### src/rtl/nibble_serial_adder_controller.sv
// WIDTH-bit add/subtract built from one 4-bit look-ahead slice, reused once per nibble.
// The carry between nibbles lives in a register. Operands are taken on a start/ready handshake.
module Look_Ahead_Carry_Generator_4_Bit (
  input  logic [3:0] a,
  input  logic [3:0] b,
  input  logic       cin,
  output logic [3:0] sum,
  output logic       cout
);
  logic [3:0] g, p;
  logic [4:0] c;

  // Each carry is expanded into generate/propagate terms so no carry ripples.
  always_comb begin
    g    = a & b;
    p    = a ^ b;
    c[0] = cin;
    c[1] = g[0] | (p[0] & cin);
    c[2] = g[1] | (p[1] & g[0]) | (p[1] & p[0] & cin);
    c[3] = g[2] | (p[2] & g[1]) | (p[2] & p[1] & g[0]) | (p[2] & p[1] & p[0] & cin);
    c[4] = g[3] | (p[3] & g[2]) | (p[3] & p[2] & g[1]) | (p[3] & p[2] & p[1] & g[0])
         | (p[3] & p[2] & p[1] & p[0] & cin);
    sum  = p ^ c[3:0];
    cout = c[4];
  end
endmodule

module nibble_serial_adder_controller #(
  parameter int WIDTH = 16
) (
  input  logic             Clock_In,
  input  logic             Reset_In,
  input  logic             Start_In,
  input  logic             Op_Sub_In,
  input  logic [WIDTH-1:0] Data_A_In,
  input  logic [WIDTH-1:0] Data_B_In,
  input  logic             Carry_In,
  output logic             Ready_Out,
  output logic             Result_Valid_Out,
  input  logic             Result_Ack_In,
  output logic [WIDTH-1:0] Sum_Out,
  output logic             Carry_Out,
  output logic             Overflow_Out
);
  localparam int NIBBLES = WIDTH / 4;
  localparam int CW      = (NIBBLES > 1) ? $clog2(NIBBLES) : 1;
  localparam logic [CW-1:0] LAST = CW'(NIBBLES - 1);

  typedef enum logic [1:0] {IDLE, RUN, DONE} state_t;

  state_t           state;
  logic [WIDTH-1:0] a_reg, b_reg;
  logic             carry;
  logic [CW-1:0]    cnt;
  logic [3:0]       slice_sum;
  logic             slice_cout;

  Look_Ahead_Carry_Generator_4_Bit u_slice (
    .a   (a_reg[4*cnt +: 4]),
    .b   (b_reg[4*cnt +: 4]),
    .cin (carry),
    .sum (slice_sum),
    .cout(slice_cout)
  );

  always_ff @(posedge Clock_In or posedge Reset_In) begin
    if (Reset_In) begin
      state            <= IDLE;
      a_reg            <= '0;
      b_reg            <= '0;
      carry            <= 1'b0;
      cnt              <= '0;
      Sum_Out          <= '0;
      Carry_Out        <= 1'b0;
      Overflow_Out     <= 1'b0;
      Result_Valid_Out <= 1'b0;
      Ready_Out        <= 1'b1;
    end else begin
      case (state)
        IDLE: if (Start_In) begin
          a_reg     <= Data_A_In;
          b_reg     <= Op_Sub_In ? ~Data_B_In : Data_B_In;
          carry     <= Op_Sub_In ? 1'b1 : Carry_In;
          cnt       <= '0;
          Ready_Out <= 1'b0;
          state     <= RUN;
        end
        RUN: begin
          Sum_Out[4*cnt +: 4] <= slice_sum;
          carry               <= slice_cout;
          if (cnt == LAST) begin
            Carry_Out        <= slice_cout;
            // b_reg already holds ~B for subtract, so one rule covers both ops.
            Overflow_Out     <= (a_reg[WIDTH-1] == b_reg[WIDTH-1]) &&
                                (slice_sum[3] != a_reg[WIDTH-1]);
            Result_Valid_Out <= 1'b1;
            state            <= DONE;
          end else begin
            cnt <= cnt + 1'b1;
          end
        end
        DONE: if (Result_Ack_In) begin
          Result_Valid_Out <= 1'b0;
          Ready_Out        <= 1'b1;
          state            <= IDLE;
        end
        default: state <= IDLE;
      endcase
    end
  end
endmodule

### config.mk
export PLATFORM = sky130hd
export DESIGN_NAME = nibble_serial_adder_controller
export DESIGN_NICKNAME = d
export VERILOG_FILES = /design/src/rtl/nibble_serial_adder_controller.sv
export SDC_FILE = /design/constraint.sdc
export NUM_CORES = 1
export LEC_CHECK = 0
export BUFFER_PORTS_ARGS = -buffer_cell sky130_fd_sc_hd__buf_4
export CORE_MARGIN = 10
export CORE_UTILIZATION = 27
export CTS_BUF_LIST = sky130_fd_sc_hd__clkbuf_8 sky130_fd_sc_hd__clkbuf_16
export CTS_CLUSTER_DIAMETER = 80
export DETAILED_ROUTE_END_ITERATION = 6
export PLACE_DENSITY_LB_ADDON = 0.15
export SLEW_MARGIN = 20
export SYNTH_ARGS = -nofsm -noshare
export SYNTH_HDL_FRONTEND = slang
export SYNTH_SLANG_ARGS = --single-unit
### constraint.sdc
create_clock -name Clock_In -period 3.24 [get_ports Clock_In]
set_input_delay 0.648 -clock Clock_In [delete_from_list [all_inputs] [get_ports Clock_In]]
set_output_delay 0.648 -clock Clock_In [all_outputs]
set_load 0.1 [all_outputs]
==> results.toml, run 1 <==
[synthesis]
ys.warnings.count = 0
syn_avg_cell_area_um2 = 12.0
synth.cell_area_um2 = 2760
synth_cell_types = 33
ys_seq_elements = 57
syn_nets = 279
ys_seq_area_share_pct = 51.7
netlist_instances = 230

[global_routing]
met2_usage_pct = 15.8
grt_use_met1_pct = 11.5
busiest_layer = "met2"
overflow = 0
antenna_found_initial = 0
grt_max_degree = 58
met3_usage_pct = 4.33
grt_pass1_wl_um = 11400
grt_pass1_vias = 2218
grt_use_total_pct = 9.99

[job]
maxCapViolations = 0

[floorplan]
die_y_um = 121
start_util_pct = 28.0
die_area_um2 = 14700
io_pins = 58
core_area_um2 = 9860
die_w_um = 121
num_rows = 36

[timing]
maxSlewHeadroom_pct = 59.9
fin_tns_setup_ps = 0
finalClockSkew_ps = 9.15
tightest_slew_ps = 597
setup_viol = 0
rsz0062_at_grt = "no"
fmax_ghz = 0.353
slew_viol_final = 0
holdWs_ps = 351
finalHoldViolCount = 0
fin_crit_sh_pct = 87.5
layout_min_cycle_time_ps = 2830

[worst_setup_path]
startpoint_type = "flip-flop"
cp-end-kind = "flip-flop"
regToRegSetupSlack_ps = 410
crit-reg2reg-launch = "cnt[0]$_DFFE_PP0P_"
cp_data_required_time_ps = 3510
crit_path_max_fanout = 9
r2r-end = "Sum_Out[11]$_DFFE_PP0P_"
rr_worst_depth = 6
path_class = "reg2reg"
crit_arrival_ps = 3100

[detailed_routing]
dr.pass1.iters = 4
drc_errors = 0
postRouteAntennaNets = 0
vias = 1941
via_per_inst = 4.51
totalWireLength_um = 6910
drtIter0Drc = 48
wire_per_inst_um = 16.1

[power_and_ir_drop]
p_leak_nw = 1.64
power_density_nw_per_um2 = 1180
ir_drop_v = 0.000532

[clocking]
cts_buffer_depth = 2
cts.sinks = 57
cts_resized = 0
tritoncts = "built"
cts-root-buf = "clkbuf_8"
post_cts_buffers = 0
cts_made_buffers = 9
cts_hold_buf = 0
h-tree-depth = 3
clk_pin_slew_worst_paths_ps = 70
clkLatencyLatePin_ps = 340

[finish]
area_growth_pct = 29.5
final_layout_size_suffix_gt1_share_pct = 36.0
multi_input_area_um2 = 1280
insertedDiodeCount = 0
nFillCells = 989
regArea_um2 = 1430
final_nets = 342

[place]
io_buffers = 57
dp_hpwl_um = 5300
routabilityCongestion = 0.757

[outcome]
outcome = "finished clean"

[worst_hold_path]
min_path_type = "in2async"
[worst max path at each step]
stage / startpoint / end / slack, ps / cells past startpoint
finish: cnt[0]$_DFFE_PP0P_ / Sum_Out[11]$_DFFE_PP0P_ / 410 / 6
global route: cnt[0]$_DFFE_PP0P_ / Sum_Out[3]$_DFFE_PP0P_ / 200 / 7
detailed placement: cnt[0]$_DFFE_PP0P_ / Sum_Out[11]$_DFFE_PP0P_ / 410 / 6
floorplan: cnt[0]$_DFFE_PP0P_ / Overflow_Out$_DFFE_PP0P_ / 560 / 7
global placement: cnt[0]$_DFFE_PP0P_ / Sum_Out[3]$_DFFE_PP0P_ / 540 / 6
CTS: cnt[0]$_DFFE_PP0P_ / Sum_Out[11]$_DFFE_PP0P_ / 380 / 6
[layer usage]
metal / vias up / part of all wire [%]
met5: - / 0
met4: 0 / 1.4
met3: 9 / 6.5
met2: 53 / 47
met1: 928 / 45
li1: 951 / -
[cells in the mapped netlist, drive strengths merged]
| cell type | n | share of area, % |
|---|---|---|
| clkbuf | 3 | 0.41 |
| o21a | 1 | 0.27 |
| inv | 6 | 0.81 |
| nor2 | 8 | 1.1 |
| nand2 | 29 | 3.9 |
| o41ai | 2 | 0.63 |
| nand3b | 1 | 0.72 |
| nand2b | 1 | 0.23 |
| nor3 | 2 | 0.36 |
| and2b | 1 | 0.27 |
| nand3 | 2 | 0.36 |
| o21ai | 19 | 3.4 |
| o32ai | 1 | 0.32 |
| buf | 6 | 1.1 |
| mux2 | 17 | 6.9 |
| and4 | 3 | 1.0 |
| and2 | 1 | 0.23 |
| o31ai | 5 | 1.4 |
| dfrtp | 56 | 51 |
| or3 | 3 | 0.68 |
| or4 | 2 | 0.54 |
| xor2 | 1 | 0.32 |
| xnor2 | 18 | 5.7 |
| mux4 | 8 | 6.5 |
| a21o | 1 | 0.32 |
| ha | 10 | 4.5 |
| dfstp | 1 | 0.95 |
| a21oi | 7 | 1.3 |
| fa | 1 | 0.72 |
| a22o | 12 | 3.8 |
| nor2b | 1 | 0.23 |
| a211oi | 1 | 0.27 |
[power by group]
| part | internal, mW | leakage [nW] | switching [mW] |
|---|---|---|---|
| Clock | 0.433 | 0.112 | 0.271 |
| Sequential | 1.01 | 0.718 | 0.238 |
| Combinational | 0.835 | 0.808 | 1.44 |
[worst max-delay path: stages, from the launching register on]
cell and delay, ps:
dfrtp_1 580, buf_4 270, mux4_2 520, ha_1 390
and4_2 270, nor3_1 520, a22o_1 210
[layout make-up]
type / count / share of cell area (%)
tap: 133 / 4.65
timing repair buffer: 61 / 13.1
clock inverter: 2 / 0.979
multi-input combinational: 158 / 35.7
sequential: 57 / 39.9
inverter: 6 / 0.629
clock buffer: 13 / 5.00
[metrics by stage]
step / utilization (%) / setup slack (ps) / power, mW / area (um2) / cells
final: 36.3 / 405 / 4.23 / 3580 / 430
after global routing: 36.3 / 197 / 4.55 / 3580 / 430
after CTS: 36.3 / 379 / 4.29 / 3580 / 430
after detailed placement: 34.1 / 408 / 3.57 / 3360 / 415
after global placement: 34.1 / 540 / 3.53 / 3360 / 415
after floorplan: - / 564 / 2.94 / 2760 / 230
[cell families after synthesis]
kind of cell | count (synthesis) | share of synthesized area, %
XOR/XNOR | 19 | 6.02
buffers and inverters | 15 | 2.31
multiplexers | 25 | 13.4
AO/OA/AOI/OAI | 49 | 11.7
AND/OR/NAND/NOR | 54 | 9.64
flip-flops | 57 | 51.7
adder cells (fa/ha/maj) | 11 | 5.25
[cells in the final DEF, fill, tap and decap left out, types with 2 or more instances in the layout]
master / count
and4_1: 2
o41ai_1: 2
inv_1: 5
o31ai_1: 5
a21oi_1: 7
or3_1: 3
buf_4: 60
mux2_2: 17
o21ai_0: 19
nor3_1: 2
mux4_2: 8
nor2_1: 8
xnor2_1: 18
dfrtp_1: 56
ha_1: 10
or4_1: 2
clkbuf_8: 13
a22o_1: 12
nand2_1: 29
Note: power is estimated with default switching activity, not from simulation.
==> inputs of run 2 (changes only) <==
--- a/config.mk
+++ b/config.mk
@@ -12,6 +12,7 @@
 export CTS_CLUSTER_DIAMETER = 80
 export DETAILED_ROUTE_END_ITERATION = 6
 export PLACE_DENSITY_LB_ADDON = 0.15
+export RECOVER_POWER = 25
 export SLEW_MARGIN = 20
 export SYNTH_ARGS = -nofsm -noshare
 export SYNTH_HDL_FRONTEND = slang
==> run 2 against run 1 <==
  * Setup slack about the same
  * Sequential share of layout area increased by 0.17 points
  * Utilization decreased by 0.15 points
  * Flip-flop and latch count unchanged
  * Largest cell class unchanged
  * Die area unchanged
  * Clock skew increased by 0.59 ps
  * Wire length decreased by 0.20%
  * First-iteration DRC count increased by 31%
  * Final area decreased by 0.42%
  * Highest routed layer unchanged
  * Clock power about the same
==> results.toml, run 2 (synthesis results as in run 1) <==
[global_routing]
grt_use_met1_pct = 11.5
antenna_found_initial = 0
met2_usage_pct = 15.8
grt_use_total_pct = 9.99
grt_max_degree = 58
overflow = 0
met3_usage_pct = 4.33
grt_pass1_vias = 2218
grt_pass1_wl_um = 11400
busiest_layer = "met2"

[timing]
fin_tns_setup_ps = 0
rsz0062_at_grt = "no"
fmax_ghz = 0.353
finalHoldViolCount = 0
finalClockSkew_ps = 9.74
tightest_slew_ps = 1420
maxSlewHeadroom_pct = 5.63
layout_min_cycle_time_ps = 2840
fin_crit_sh_pct = 87.5
slew_viol_final = 0
setup_viol = 0

[worst_setup_path]
cp-end-kind = "flip-flop"
crit_path_max_fanout = 9
regToRegSetupSlack_ps = 400
cp_data_required_time_ps = 3510
rr_worst_depth = 6
path_class = "reg2reg"
startpoint_type = "flip-flop"
crit_arrival_ps = 3110

[detailed_routing]
dr.pass1.iters = 4
wire_per_inst_um = 16.0
vias = 1937
via_per_inst = 4.50
postRouteAntennaNets = 0
drc_errors = 0
totalWireLength_um = 6890
drtIter0Drc = 63

[power_and_ir_drop]
power_density_nw_per_um2 = 1190
p_leak_nw = 1.63
power_frac_comb_pct = 53.7
pwr-share-clk_pct = 16.7
seqPwrFrac_pct = 29.6
ir_drop_v = 0.000532
swShare_pct = 46.0
intPower_mw = 2.28
switchingPower_mw = 1.94
p_total_mw = 4.23

[floorplan]
die_w_um = 121
io_pins = 58
core_area_um2 = 9860
die_area_um2 = 14700
start_util_pct = 28.0
num_rows = 36
die_y_um = 121

[clocking]
clk_pin_slew_worst_paths_ps = 70
clkLatencyLatePin_ps = 340
cts.sinks = 57
cts_made_buffers = 9
cts_hold_buf = 0
cts-root-buf = "clkbuf_8"
cts_buffer_depth = 2
post_cts_buffers = 0
tritoncts = "built"
h-tree-depth = 3
cts_resized = 0

[finish]
area_growth_pct = 28.9
most-common-layout-cells = "buf_4, dfrtp_1, nand2_1"
insertedDiodeCount = 0
final_nets = 342
final_layout_size_suffix_gt1_share_pct = 35.7
final_common_cell = "buf_4"

[place]
io_buffers = 57
routabilityCongestion = 0.757
dp_hpwl_um = 5300

[outcome]
outcome = "finished clean"

[worst_hold_path]
hold_depth = 2
min_path_type = "reg2reg"

[job]
maxCapViolations = 0
## run 2: final timing paths
path	from	endpoint
setup / recovery	cnt[0]$_DFFE_PP0P_	Sum_Out[11]$_DFFE_PP0P_
hold / removal	b_reg[13]$_DFFE_PP0P_	b_reg[13]$_DFFE_PP0P_
setup reg to reg	cnt[0]$_DFFE_PP0P_	Sum_Out[11]$_DFFE_PP0P_
hold reg to reg	b_reg[13]$_DFFE_PP0P_	b_reg[13]$_DFFE_PP0P_
max in group asynchronous	Reset_In	b_reg[15]$_DFFE_PP0P_
min in group asynchronous	Reset_In	Sum_Out[7]$_DFFE_PP0P_
## run 2: critical path, stage by stage, from the launching register on
cell and delay [ps]:
dfrtp_1 580, buf_4 270, mux4_2 520, ha_1 390
and4_2 270, nor3_1 520, a22o_1 210
## run 2: area by class of cell
class | instances | area (um2)
flip-flops and latches | 57 | 1430
clock inverters | 2 | 35.0
clock buffers | 13 | 179
fillers | 991 | 6300
repair buffers | 61 | 455
well taps | 133 | 166
inverters | 6 | 22.5
multi-input cells | 158 | 1280
## run 2: metrics by stage
step,area (um2),setup slack (ps),hold WS (ps),util (%),cells
final,3560,405,481,36.1,430
after global routing,3560,197,477,36.1,430
after CTS,3580,379,380,36.3,430
after detailed placement,3360,408,479,34.1,415
after global placement,3360,540,471,34.1,415
after floorplan,2760,564,445,-,230
## run 2: layer usage
metal	vias up	routed length (um)
li1	951	-
met1	924	3080
met2	53	3260
met3	9	451
met4	0	97
met5	-	0
## run 2: power by group through the flow
stage | sequential, mW | clock (mW) | combinational (mW)
2_1_floorplan | 1.67 | 0 | 1.27
3_3_place_gp | 1.28 | 0 | 2.25
3_5_place_dp | 1.28 | 0 | 2.29
4_1_cts | 1.26 | 0.725 | 2.30
5_1_grt | 1.30 | 0.761 | 2.49
6_report | 1.25 | 0.704 | 2.27
==> inputs of run 3 (changes only) <==
--- a/config.mk
+++ b/config.mk
@@ -7,7 +7,7 @@
 export LEC_CHECK = 0
 export BUFFER_PORTS_ARGS = -buffer_cell sky130_fd_sc_hd__buf_4
 export CORE_MARGIN = 10
-export CORE_UTILIZATION = 27
+export CORE_UTILIZATION = 25
 export CTS_BUF_LIST = sky130_fd_sc_hd__clkbuf_8 sky130_fd_sc_hd__clkbuf_16
 export CTS_CLUSTER_DIAMETER = 80
 export DETAILED_ROUTE_END_ITERATION = 6
==> run 3 against run 2 <==
  * Flip-flop and latch count is the same
  * Cell count grew 2.3%
  * Utilization shrank 3.3 points
  * Final area is the same
  * Via count shrank 1.2%
  * Sequential power is essentially flat
  * Fmax grew 5.5%
  * Critical path depth is the same
  * Total power grew 1.7%
  * Die area grew 6.7%
  * Clock-buffer cell count shrank 4
==> results.toml, run 3 (synthesis results as in run 1) <==
[worst_setup_path]
path_depth = 6
max_stage_delay_ps = 600
crit-reg2reg-launch = "cnt[0]$_DFFE_PP0P_"
cp_data_required_time_ps = 3510
crit_arrival_ps = 2960
critPathBufInv = 1
cp_top_family = "simple AND/OR/NAND/NOR gates"
rr_worst_depth = 6
r2r-end = "Overflow_Out$_DFFE_PP0P_"
startpoint = "cnt[0]$_DFFE_PP0P_"
crit_chain = "buf_4, mux4_2, ha_1, and4_2, or4_1, nand3_1"
critPathCapture = "Overflow_Out$_DFFE_PP0P_"
cp-end-kind = "flip-flop"
slowest_stage = "dfrtp_1"
path_class = "reg2reg"
regToRegSetupSlack_ps = 550
crit_path_max_fanout = 11
startpoint_type = "flip-flop"

[place]
routabilityCongestion = 0.767
placed_area_um2 = 3380
dp_hpwl_um = 5280
placedCellCount = 424
io_buffers = 57
post-place-ws_ps = 540

[floorplan]
core_area_um2 = 10800
die_w_um = 125
num_rows = 38
die_area_um2 = 15700
die_y_um = 125
io_pins = 58
start_util_pct = 25.5

[timing]
fin_tns_setup_ps = 0
worst_slack_ps = 554
fin_crit_sh_pct = 82.9
rsz0062_at_grt = "no"
fmax_ghz = 0.372
finalClockSkew_ps = 8.19
slew_viol_final = 0
tightest_slew_ps = 1350
setup_viol = 0
finalHoldViolCount = 0
maxSlewHeadroom_pct = 10.1
holdWs_ps = 297
layout_min_cycle_time_ps = 2690

[power_and_ir_drop]
intPower_mw = 2.29
power_density_nw_per_um2 = 1210
pwr-share-clk_pct = 15.2
seqPwrFrac_pct = 29.3
switchingPower_mw = 2.01
swShare_pct = 46.7
ir_drop_v = 0.000368
p_total_mw = 4.30
power_frac_comb_pct = 55.5
p_leak_nw = 1.62

[global_routing]
grt_max_degree = 29
grt_pass1_vias = 2174
antenna_found_initial = 0
grt_pass1_wl_um = 11300
grt_use_total_pct = 8.88
overflow = 0

[job]
maxCapViolations = 0

[finish]
area_growth_pct = 28.9
final_common_cell = "buf_4"
most-common-layout-cells = "buf_4, dfrtp_1, nand2_1"
final_layout_size_suffix_gt1_share_pct = 35.7
utilization_pct = 32.9
insertedDiodeCount = 0
finalNonFillerCells = 440
final_area_um2 = 3560
final_nets = 344

[detailed_routing]
drc_errors = 0
via_per_inst = 4.35
wl_met3_um = 435
totalWireLength_um = 6720
dr_wl_met2_um = 3090
postRouteAntennaNets = 0
drtIter0Drc = 51
dr.pass1.iters = 4
wl_met1_um = 3090
vias = 1914
highest_layer = "met4"
wire_per_inst_um = 15.3

[clocking]
cts-root-buf = "clkbuf_8"
clk_pin_slew_worst_paths_ps = 70
clkLatencyLatePin_ps = 330
cts.sinks = 57
cts_hold_buf = 0
post_cts_buffers = 0
cts_made_buffers = 9
tritoncts = "built"
cts_buffer_depth = 2
h-tree-depth = 3
cts_resized = 0

[outcome]
outcome = "finished clean"

[worst_hold_path]
min_path_type = "in2async"
run 3: worst min path at each step:
stage	endpoint	slack [ps]	cells after the start
global placement	b_reg[14]$_DFFE_PP0P_	460	2
floorplan	b_reg[10]$_DFFE_PP0P_	440	2
CTS	Sum_Out[14]$_DFFE_PP0P_	220	2
detailed placement	b_reg[14]$_DFFE_PP0P_	470	2
finish	Sum_Out[14]$_DFFE_PP0P_	300	2
global route	Sum_Out[14]$_DFFE_PP0P_	330	2
run 3: cell type report:
type | count | area [um2]
fill | 1143 | 7280
sequential | 57 | 1430
multi-input combinational | 158 | 1280
timing repair buffer | 63 | 465
tap | 140 | 175
clock buffer | 9 | 124
clock inverter | 7 | 71.3
inverter | 6 | 22.5
run 3: power groups by stage:
| stage | clock network [mW] | logic [mW] | registers, mW |
|---|---|---|---|
| after floorplan | 0 | 1.27 | 1.67 |
| after global placement | 0 | 2.41 | 1.29 |
| after detailed placement | 0 | 2.41 | 1.29 |
| after CTS | 0.679 | 2.42 | 1.27 |
| after global routing | 0.710 | 2.63 | 1.31 |
| final | 0.651 | 2.38 | 1.26 |
run 3: routing by layer:
| metal | vias up | track usage (%) |
|---|---|---|
| li1 | 961 | - |
| met1 | 899 | 10.8 |
| met2 | 46 | 13.9 |
| met3 | 8 | 3.63 |
| met4 | 0 | 3.18 |
| met5 | - | 0 |
run 3: worst register-to-register path: cells and delay by family, from the launching register on:
family,cells,cell delay [ps]
buffers and inverters,1,260
flip-flops,1,600
adder cells (fa/ha/maj),1,380
AND/OR/NAND/NOR,3,870
multiplexers,1,510
